`src/rtl/ex_stage_pkg.sv`:
```
// Shared types and constants for the MIPS execute stage.
// Bus layouts, ALU op bit positions, divider states and func codes.
package ex_stage_pkg;

  localparam int ID_TO_EX_WD  = 159;
  localparam int EX_TO_MEM_WD = 141;
  localparam int STALL_WD     = 6;

  localparam int ALU_ADD  = 11;
  localparam int ALU_SUB  = 10;
  localparam int ALU_SLT  = 9;
  localparam int ALU_SLTU = 8;
  localparam int ALU_AND  = 7;
  localparam int ALU_NOR  = 6;
  localparam int ALU_OR   = 5;
  localparam int ALU_XOR  = 4;
  localparam int ALU_SLL  = 3;
  localparam int ALU_SRL  = 2;
  localparam int ALU_SRA  = 1;
  localparam int ALU_LUI  = 0;

  localparam logic [5:0] FUNC_DIV  = 6'b011010;
  localparam logic [5:0] FUNC_DIVU = 6'b011011;

  typedef enum logic [1:0] {
    DIV_IDLE = 2'd0,
    DIV_RUN  = 2'd1,
    DIV_DONE = 2'd2
  } div_state_t;

  typedef struct packed {
    logic [31:0] pc;
    logic [31:0] inst;
    logic [11:0] alu_op;
    logic [2:0]  sel_src1;
    logic [3:0]  sel_src2;
    logic        ram_en;
    logic [3:0]  ram_wen;
    logic        rf_we;
    logic [4:0]  rf_waddr;
    logic        sel_rf_res;
    logic [31:0] data1;
    logic [31:0] data2;
  } id_ex_t;

  typedef struct packed {
    logic [31:0] pc;
    logic        ram_en;
    logic [3:0]  ram_wen;
    logic        sel_rf_res;
    logic        hilo_we;
    logic [31:0] hi;
    logic [31:0] lo;
    logic        rf_we;
    logic [4:0]  rf_waddr;
    logic [31:0] rf_result;
  } ex_mem_t;

endpackage

```
`src/rtl/ex_div.sv`:
```
// Iterative 32-step restoring divider for div/divu.
// Works on magnitudes; signs are re-applied on the registered result.
module ex_div
  import ex_stage_pkg::*;
(
  input  logic        clk,
  input  logic        rst,
  input  logic        start,
  input  logic        signed_op,
  input  logic [31:0] dividend,
  input  logic [31:0] divisor,
  input  logic        ack,
  output logic        busy,
  output logic        done,
  output logic [31:0] quotient,
  output logic [31:0] remainder
);

  div_state_t  state;
  logic [4:0]  cnt;
  logic [31:0] rem_q;
  logic [31:0] quo_q;
  logic [31:0] dsr_q;
  logic        neg_q;
  logic        neg_r;

  logic [31:0] dvd_mag;
  logic [31:0] dsr_mag;
  logic [32:0] rem_sh;
  logic [32:0] diff;

  assign dvd_mag = (signed_op && dividend[31]) ? -dividend : dividend;
  assign dsr_mag = (signed_op && divisor[31])  ? -divisor  : divisor;
  assign rem_sh  = {rem_q, quo_q[31]};
  assign diff    = rem_sh - {1'b0, dsr_q};

  always_ff @(posedge clk or posedge rst) begin
    if (rst) begin
      state <= DIV_IDLE;
      cnt   <= '0;
      rem_q <= '0;
      quo_q <= '0;
      dsr_q <= '0;
      neg_q <= 1'b0;
      neg_r <= 1'b0;
    end else begin
      unique case (state)
        DIV_IDLE: begin
          if (start) begin
            // Zero divisor skips the iteration entirely
            if (divisor == '0) begin
              state <= DIV_DONE;
              quo_q <= '1;
              rem_q <= dividend;
              neg_q <= 1'b0;
              neg_r <= 1'b0;
            end else begin
              state <= DIV_RUN;
              cnt   <= '0;
              rem_q <= '0;
              quo_q <= dvd_mag;
              dsr_q <= dsr_mag;
              neg_q <= signed_op && (dividend[31] ^ divisor[31]);
              neg_r <= signed_op && dividend[31];
            end
          end
        end
        DIV_RUN: begin
          if (!diff[32]) begin
            rem_q <= diff[31:0];
            quo_q <= {quo_q[30:0], 1'b1};
          end else begin
            rem_q <= rem_sh[31:0];
            quo_q <= {quo_q[30:0], 1'b0};
          end
          cnt <= cnt + 5'd1;
          if (cnt == 5'd31) state <= DIV_DONE;
        end
        DIV_DONE: begin
          if (ack) state <= DIV_IDLE;
        end
        default: state <= DIV_IDLE;
      endcase
    end
  end

  assign busy      = ((state == DIV_IDLE) && start) || (state == DIV_RUN);
  assign done      = (state == DIV_DONE);
  assign quotient  = neg_q ? -quo_q : quo_q;
  assign remainder = neg_r ? -rem_q : rem_q;

endmodule

```
`src/rtl/ex_stage.sv`:
```
// MIPS execute stage: ID/EX register, 12-op ALU, SRAM request, EX/MEM bus.
// Define EX_DIV_EN to build the iterative div/divu unit and its stall request.
module ex_stage
  import ex_stage_pkg::*;
(
  input  logic                    clk,
  input  logic                    rst,
  input  logic [STALL_WD-1:0]     stall,
  input  logic [ID_TO_EX_WD-1:0]  id_to_ex_bus,
  output logic [EX_TO_MEM_WD-1:0] ex_to_mem_bus,
  output logic                    data_sram_en,
  output logic [3:0]              data_sram_wen,
  output logic [31:0]             data_sram_addr,
  output logic [31:0]             data_sram_wdata,
  output logic                    stallreq_for_ex
);

  id_ex_t  id_to_ex_bus_r;
  ex_mem_t mem_o;

  always_ff @(posedge clk or posedge rst) begin
    if (rst)
      id_to_ex_bus_r <= '0;
    else if (stall[2] && !stall[3])
      id_to_ex_bus_r <= '0;
    else if (!stall[2])
      id_to_ex_bus_r <= id_to_ex_bus;
  end

  logic [31:0] inst;
  logic [31:0] src1;
  logic [31:0] src2;
  logic [31:0] alu_res;
  logic [4:0]  sa;

  assign inst = id_to_ex_bus_r.inst;
  assign sa   = src1[4:0];

  always_comb begin
    src1 = '0;
    unique case (1'b1)
      id_to_ex_bus_r.sel_src1[0]: src1 = id_to_ex_bus_r.data1;
      id_to_ex_bus_r.sel_src1[1]: src1 = id_to_ex_bus_r.pc;
      id_to_ex_bus_r.sel_src1[2]: src1 = {27'b0, inst[10:6]};
      default:                    src1 = '0;
    endcase
  end

  always_comb begin
    src2 = '0;
    unique case (1'b1)
      id_to_ex_bus_r.sel_src2[0]: src2 = id_to_ex_bus_r.data2;
      id_to_ex_bus_r.sel_src2[1]: src2 = {{16{inst[15]}}, inst[15:0]};
      id_to_ex_bus_r.sel_src2[2]: src2 = 32'd8;
      id_to_ex_bus_r.sel_src2[3]: src2 = {16'b0, inst[15:0]};
      default:                    src2 = '0;
    endcase
  end

  always_comb begin
    alu_res = '0;
    unique case (1'b1)
      id_to_ex_bus_r.alu_op[ALU_ADD]:  alu_res = src1 + src2;
      id_to_ex_bus_r.alu_op[ALU_SUB]:  alu_res = src1 - src2;
      id_to_ex_bus_r.alu_op[ALU_SLT]:  alu_res = {31'b0, $signed(src1) < $signed(src2)};
      id_to_ex_bus_r.alu_op[ALU_SLTU]: alu_res = {31'b0, src1 < src2};
      id_to_ex_bus_r.alu_op[ALU_AND]:  alu_res = src1 & src2;
      id_to_ex_bus_r.alu_op[ALU_NOR]:  alu_res = ~(src1 | src2);
      id_to_ex_bus_r.alu_op[ALU_OR]:   alu_res = src1 | src2;
      id_to_ex_bus_r.alu_op[ALU_XOR]:  alu_res = src1 ^ src2;
      id_to_ex_bus_r.alu_op[ALU_SLL]:  alu_res = src2 << sa;
      id_to_ex_bus_r.alu_op[ALU_SRL]:  alu_res = src2 >> sa;
      id_to_ex_bus_r.alu_op[ALU_SRA]:  alu_res = $signed(src2) >>> sa;
      id_to_ex_bus_r.alu_op[ALU_LUI]:  alu_res = {src2[15:0], 16'b0};
      default:                         alu_res = '0;
    endcase
  end

  logic is_div;
  logic hilo_we;
  logic [31:0] hi;
  logic [31:0] lo;

  assign is_div = (inst[31:26] == 6'b0) &&
                  ((inst[5:0] == FUNC_DIV) || (inst[5:0] == FUNC_DIVU));

`ifdef EX_DIV_EN
  logic        div_done;
  logic [31:0] div_q;
  logic [31:0] div_r;

  ex_div u_div (
    .clk       (clk),
    .rst       (rst),
    .start     (is_div),
    .signed_op (inst[5:0] == FUNC_DIV),
    .dividend  (id_to_ex_bus_r.data1),
    .divisor   (id_to_ex_bus_r.data2),
    .ack       (!stall[3]),
    .busy      (stallreq_for_ex),
    .done      (div_done),
    .quotient  (div_q),
    .remainder (div_r)
  );

  assign hilo_we = div_done;
  assign hi      = div_done ? div_r : '0;
  assign lo      = div_done ? div_q : '0;
`else
  logic unused_div;
  assign unused_div      = is_div;
  assign stallreq_for_ex = 1'b0;
  assign hilo_we         = 1'b0;
  assign hi              = '0;
  assign lo              = '0;
`endif

  logic unused_bits;
  assign unused_bits = ^{inst[25:16], stall[5:4], stall[1:0]};

  always_comb begin
    mem_o            = '0;
    mem_o.pc         = id_to_ex_bus_r.pc;
    mem_o.ram_en     = id_to_ex_bus_r.ram_en;
    mem_o.ram_wen    = id_to_ex_bus_r.ram_wen;
    mem_o.sel_rf_res = id_to_ex_bus_r.sel_rf_res;
    mem_o.hilo_we    = hilo_we;
    mem_o.hi         = hi;
    mem_o.lo         = lo;
    mem_o.rf_we      = id_to_ex_bus_r.rf_we;
    mem_o.rf_waddr   = id_to_ex_bus_r.rf_waddr;
    mem_o.rf_result  = alu_res;
  end

  assign ex_to_mem_bus   = mem_o;
  assign data_sram_en    = id_to_ex_bus_r.ram_en;
  assign data_sram_wen   = id_to_ex_bus_r.ram_wen;
  assign data_sram_addr  = alu_res;
  assign data_sram_wdata = id_to_ex_bus_r.data2;

endmodule
```
`config.mk`:
```
export PLATFORM = sky130hd
export DESIGN_NAME = ex_stage
export DESIGN_NICKNAME = d
export VERILOG_FILES = /design/src/rtl/ex_stage_pkg.sv /design/src/rtl/ex_div.sv /design/src/rtl/ex_stage.sv
export SDC_FILE = /design/constraint.sdc
export NUM_CORES = 1
export LEC_CHECK = 0
export BUFFER_PORTS_ARGS = -buffer_cell sky130_fd_sc_hd__buf_2
export CORE_MARGIN = 2
export CORE_UTILIZATION = 57
export CTS_CLUSTER_DIAMETER = 60
export CTS_CLUSTER_SIZE = 24
export DETAILED_ROUTE_END_ITERATION = 6
export MAX_ROUTING_LAYER = met4
export PLACE_DENSITY = 0.81
export SYNTH_ARGS = -nofsm -noshare
export SYNTH_HDL_FRONTEND = slang
export SYNTH_HIERARCHICAL = 1
export SYNTH_SLANG_ARGS = --single-unit
```
`constraint.sdc`:
```
create_clock -name clk -period 8.2 [get_ports clk]
set_input_delay 1.23 -clock clk [delete_from_list [all_inputs] [get_ports clk]]
set_output_delay 1.23 -clock clk [all_outputs]
set_load 0.02 [all_outputs]
```
==> impl_metrics.env <==
export IMPL_rsz0062_at_grt="no"
export IMPL_final_antenna_net_count=0
export IMPL_net_switching_power_uw=1670
export IMPL_clock_input_transition_at_the_sequential_cells_of_the_worst_setup_and_hold_paths_ns=0.06
export IMPL_worstSetupStartpoint="id_to_ex_bus_r[77]"
export IMPL_post_synth_inst_count=2342
export IMPL_cp_required_ns=6.97
export IMPL_fillerInstances=2746
export IMPL_initial_antenna_violation_count=1
export IMPL_fp_dieW_microns=177
export IMPL_routed_length_per_placed_instance_microns=24.4
export IMPL_grt_pass1_vias=16200
export IMPL_floorplan_core_area_sq_mm=0.0295
export IMPL_ff2ff_path_depth=3
export IMPL_synthesis_area_per_instance_sq_um=7.26
export IMPL_async_flop_share_pct=100
export IMPL_fraction_of_power_consumed_by_the_clock_network_pct=22.1
export IMPL_clock_root_buffer="clkbuf_16"
export IMPL_worst_r2r_startpoint="id_to_ex_bus_r[81]"
export IMPL_p_int_uw=1810
export IMPL_cp_end_kind="output pin"
export IMPL_globalRouteMet1Util_pct=56.9
export IMPL_grt_start_max_net_pins=161
export IMPL_hpwl_microns=52500
export IMPL_post_cts_buffers=0
export IMPL_timing_final_ws_setup_ns=0.958
export IMPL_cts_buffers=17
export IMPL_max_clock_freq_mhz=138
export IMPL_io_pins=378
export IMPL_swShare_pct=47.9
export IMPL_drcViolationCount=15
export IMPL_timing_reg2reg_setup_slack_ns=6.99
export IMPL_synth_edf_count=0
export IMPL_timing_final_hold_violations=0
export IMPL_insertion_delay_of_the_later_clocked_pin_in_the_worst_skew_pair_ns=0.42
export IMPL_timing_critical_path_fanout_max=26
export IMPL_cts_repair_resized=0
export IMPL_drtPass1Iterations=7
export IMPL_power_leakage_uw=0.00883
export IMPL_dpl_worst_slack_ns=1.87
export IMPL_tritoncts="done"
export IMPL_netlist_area_sq_mm=0.0170
export IMPL_max_slew_margin_rel_pct=25.4
export IMPL_gp_congestion=1.12
export IMPL_grt_met3_usage_pct=9.97
export IMPL_number_of_buffers_inserted_for_hold_repair_after_clock_tree_synthesis=0
export IMPL_synth_sequential_area_ratio_pct=21.0
export IMPL_worst_ir_drop_vdd_uv=162
export IMPL_power_per_cell_area_mw_per_mm2=193
export IMPL_min_delay_path_class="flip-flop to flip-flop"
export IMPL_post_drt_via_cell_ratio=6.43
export IMPL_postSynth_topFlopCell="dfrtp_1"
export IMPL_chip_height_microns=177
export IMPL_fp_row_count=63
export IMPL_crit_path_start_kind="flip-flop"
export IMPL_yosys_warnings=6
export IMPL_area_growth_pct=5.61
export IMPL_wirelength_microns=68300
export IMPL_grt_first_pass_wirelength_microns=101000
export IMPL_floorplan_initialDensity_pct=57.7
export IMPL_max_cap_violations=0
export IMPL_fp_dieArea_sq_mm=0.0312
export IMPL_globalRouteMet2Util_pct=64.0
export IMPL_period_share_pct=88.3
export IMPL_netlist_cell_type_count=92
export IMPL_r2r_end="id_to_ex_bus_r[81]"
export IMPL_sequentialPowerShare_pct=23.2
export IMPL_worst_clock_skew_ns=0
export IMPL_io_buffer_count=291
export IMPL_post_route_cells_drive_above_1_share_pct=17.1
export IMPL_detail_route_iter0_violations=2618
export IMPL_ctsHtreeMaxLevel=4
export IMPL_totalNegativeSetupSlack_ns=0
export IMPL_via_count=18000
export IMPL_final_max_slew_viol_count=0
export IMPL_worst_slew_pin_slew_ns=1.12
export IMPL_violations="DRC"
export IMPL_share_comb_of_total_power_pct=54.7
export IMPL_cts_path_max_buffers=2
export IMPL_clkSinkCount=143
export IMPL_critical_path_class="flip-flop to output pin"
export IMPL_final_period_minus_worst_setup_slack_ns=7.24
export IMPL_ys_ff_latch=143
export IMPL_track_usage_pct=43.9
export IMPL_gr_max_usage_layer="met2"
export IMPL_layout_nets=2672
export IMPL_setup_violations=0
export IMPL_capturing_instance_or_port_of_the_critical_path="ex_to_mem_bus[31]"
export IMPL_grt_overflow=0
export IMPL_status="complete, but fails checks"
export IMPL_cp_arrival_ns=6.01
[synthesized netlist by cell type (13+ instances only)]
library cell / count / area, sq um
a211oi_1: 20 / 150
a21oi_1: 143 / 716
a221oi_1: 21 / 184
a22o_1: 13 / 114
a22oi_1: 60 / 450
buf_1: 23 / 86.3
buf_2: 38 / 190
buf_4: 188 / 1410
clkbuf_1: 99 / 372
dfrtp_1: 143 / 3580
ha_1: 105 / 1310
inv_1: 241 / 905
mux2_2: 26 / 293
mux2i_1: 89 / 891
nand2_1: 200 / 751
nand2b_1: 17 / 106
nand3_1: 167 / 836
nand4_1: 16 / 100
nor2_1: 115 / 432
nor3_1: 26 / 130
o2111ai_1: 14 / 123
o211ai_1: 33 / 248
o21ai_0: 257 / 1290
o21bai_1: 19 / 143
xnor2_1: 40 / 350
[power groups by stage]
stage | Combinational (uW) | Sequential, uW | Clock (uW)
after global routing | 2000 | 811 | 801
final | 1900 | 806 | 769
after CTS | 1820 | 804 | 777
after detailed placement | 1820 | 816 | 0
after global placement | 1800 | 814 | 0
after floorplan | 1380 | 798 | 0
[critical path: stages (launching register included)]
cell and delay, ns:
dfrtp_1 0.64, or2_2 0.43, a22oi_1 0.84, inv_1 0.38, ha_1 0.37, a21o_1 0.19, a21oi_1 0.16, o41ai_2 0.13
a21oi_1 0.49, o211ai_2 0.17, a31oi_1 0.60, o311ai_1 0.33, mux2i_1 0.19, a211o_1 0.42, buf_2 0.20
[cell families after synthesis]
group                      Yosys count  synth area share [%]
adders and majority gates          107                  7.96
other                                1                0.0221
muxes                              115                  6.96
AOI/OAI and AO/OA                  740                  28.1
xor gates and xnor gates            43                  2.22
DFF                                143                  21.0
and+or+nand+nor                    595                  16.0
buffers and inverters              598                  17.7
[flip-flops by register name (all words and copies together) (netlist names)]
signal / count
data_sram_en: 1
data_sram_wdata: 32
data_sram_wen: 4
ex_to_mem_bus: 39
id_to_ex_bus_r: 51
inst: 16
[how the worst min path moves through the flow]
stage | from | endpoint | slack [ns] | cells after the start
final | ex_to_mem_bus[36] | ex_to_mem_bus[36] | 0.48 | 2
after floorplan | ex_to_mem_bus[103] | ex_to_mem_bus[103] | 0.45 | 2
after global routing | id_to_ex_bus_r[54] | id_to_ex_bus_r[54] | 0.52 | 2
after detailed placement | ex_to_mem_bus[36] | ex_to_mem_bus[36] | 0.46 | 2
after CTS | ex_to_mem_bus[36] | ex_to_mem_bus[36] | 0.48 | 2
after global placement | ex_to_mem_bus[103] | ex_to_mem_bus[103] | 0.46 | 2
[cell usage in the layout, fill, tap and decap left out, types with 11 or more instances in the layout]
cell	count
a211oi_1	20
a21o_1	12
a21oi_1	143
a221oi_1	21
a22o_1	13
a22oi_1	60
a31oi_1	11
and3_1	12
buf_2	289
buf_4	31
clkbuf_16	17
conb_1	66
dfrtp_1	142
ha_1	105
inv_1	240
mux2_2	26
mux2i_1	89
nand2_1	199
nand2b_1	17
nand3_1	167
nand4_1	16
nor2_1	115
nor3_1	26
o2111ai_1	14
o211ai_1	33
o21a_1	12
o21ai_0	257
o21bai_1	19
o31ai_1	12
xnor2_1	40
[routing by layer]
| layer | routed length [microns] | vias to the layer above |
|---|---|---|
| met1 | 26800 | 8415 |
| met2 | 29600 | 1307 |
| met3 | 7900 | 225 |
| met5 | 0 | - |
| met4 | 4040 | 0 |
| li1 | - | 8076 |
[stage by stage]
step	hold WS (ns)	std cells	utilization [%]	area, sq um	total power [uW]
floorplan	0.451	2407	-	17200	2170
global placement	0.460	2769	58.9	17400	2620
detailed placement	0.465	2769	58.9	17400	2630
CTS	0.479	2800	60.9	18000	3410
global route	0.516	2801	60.9	18000	3610
finish	0.480	2801	60.9	18000	3470
[final cells by class]
type	instances	area, sq um	area share [%]
clock buffers	20	447	2.49
multi-input cells	1666	10700	59.4
repair buffers	322	1710	9.52
diodes	1	2.50	0.0139
clock inverters	11	134	0.746
inverters	248	936	5.21
flip-flops and latches	143	3580	19.9
well taps	390	488	2.72
(Power assumes the default switching activity.)
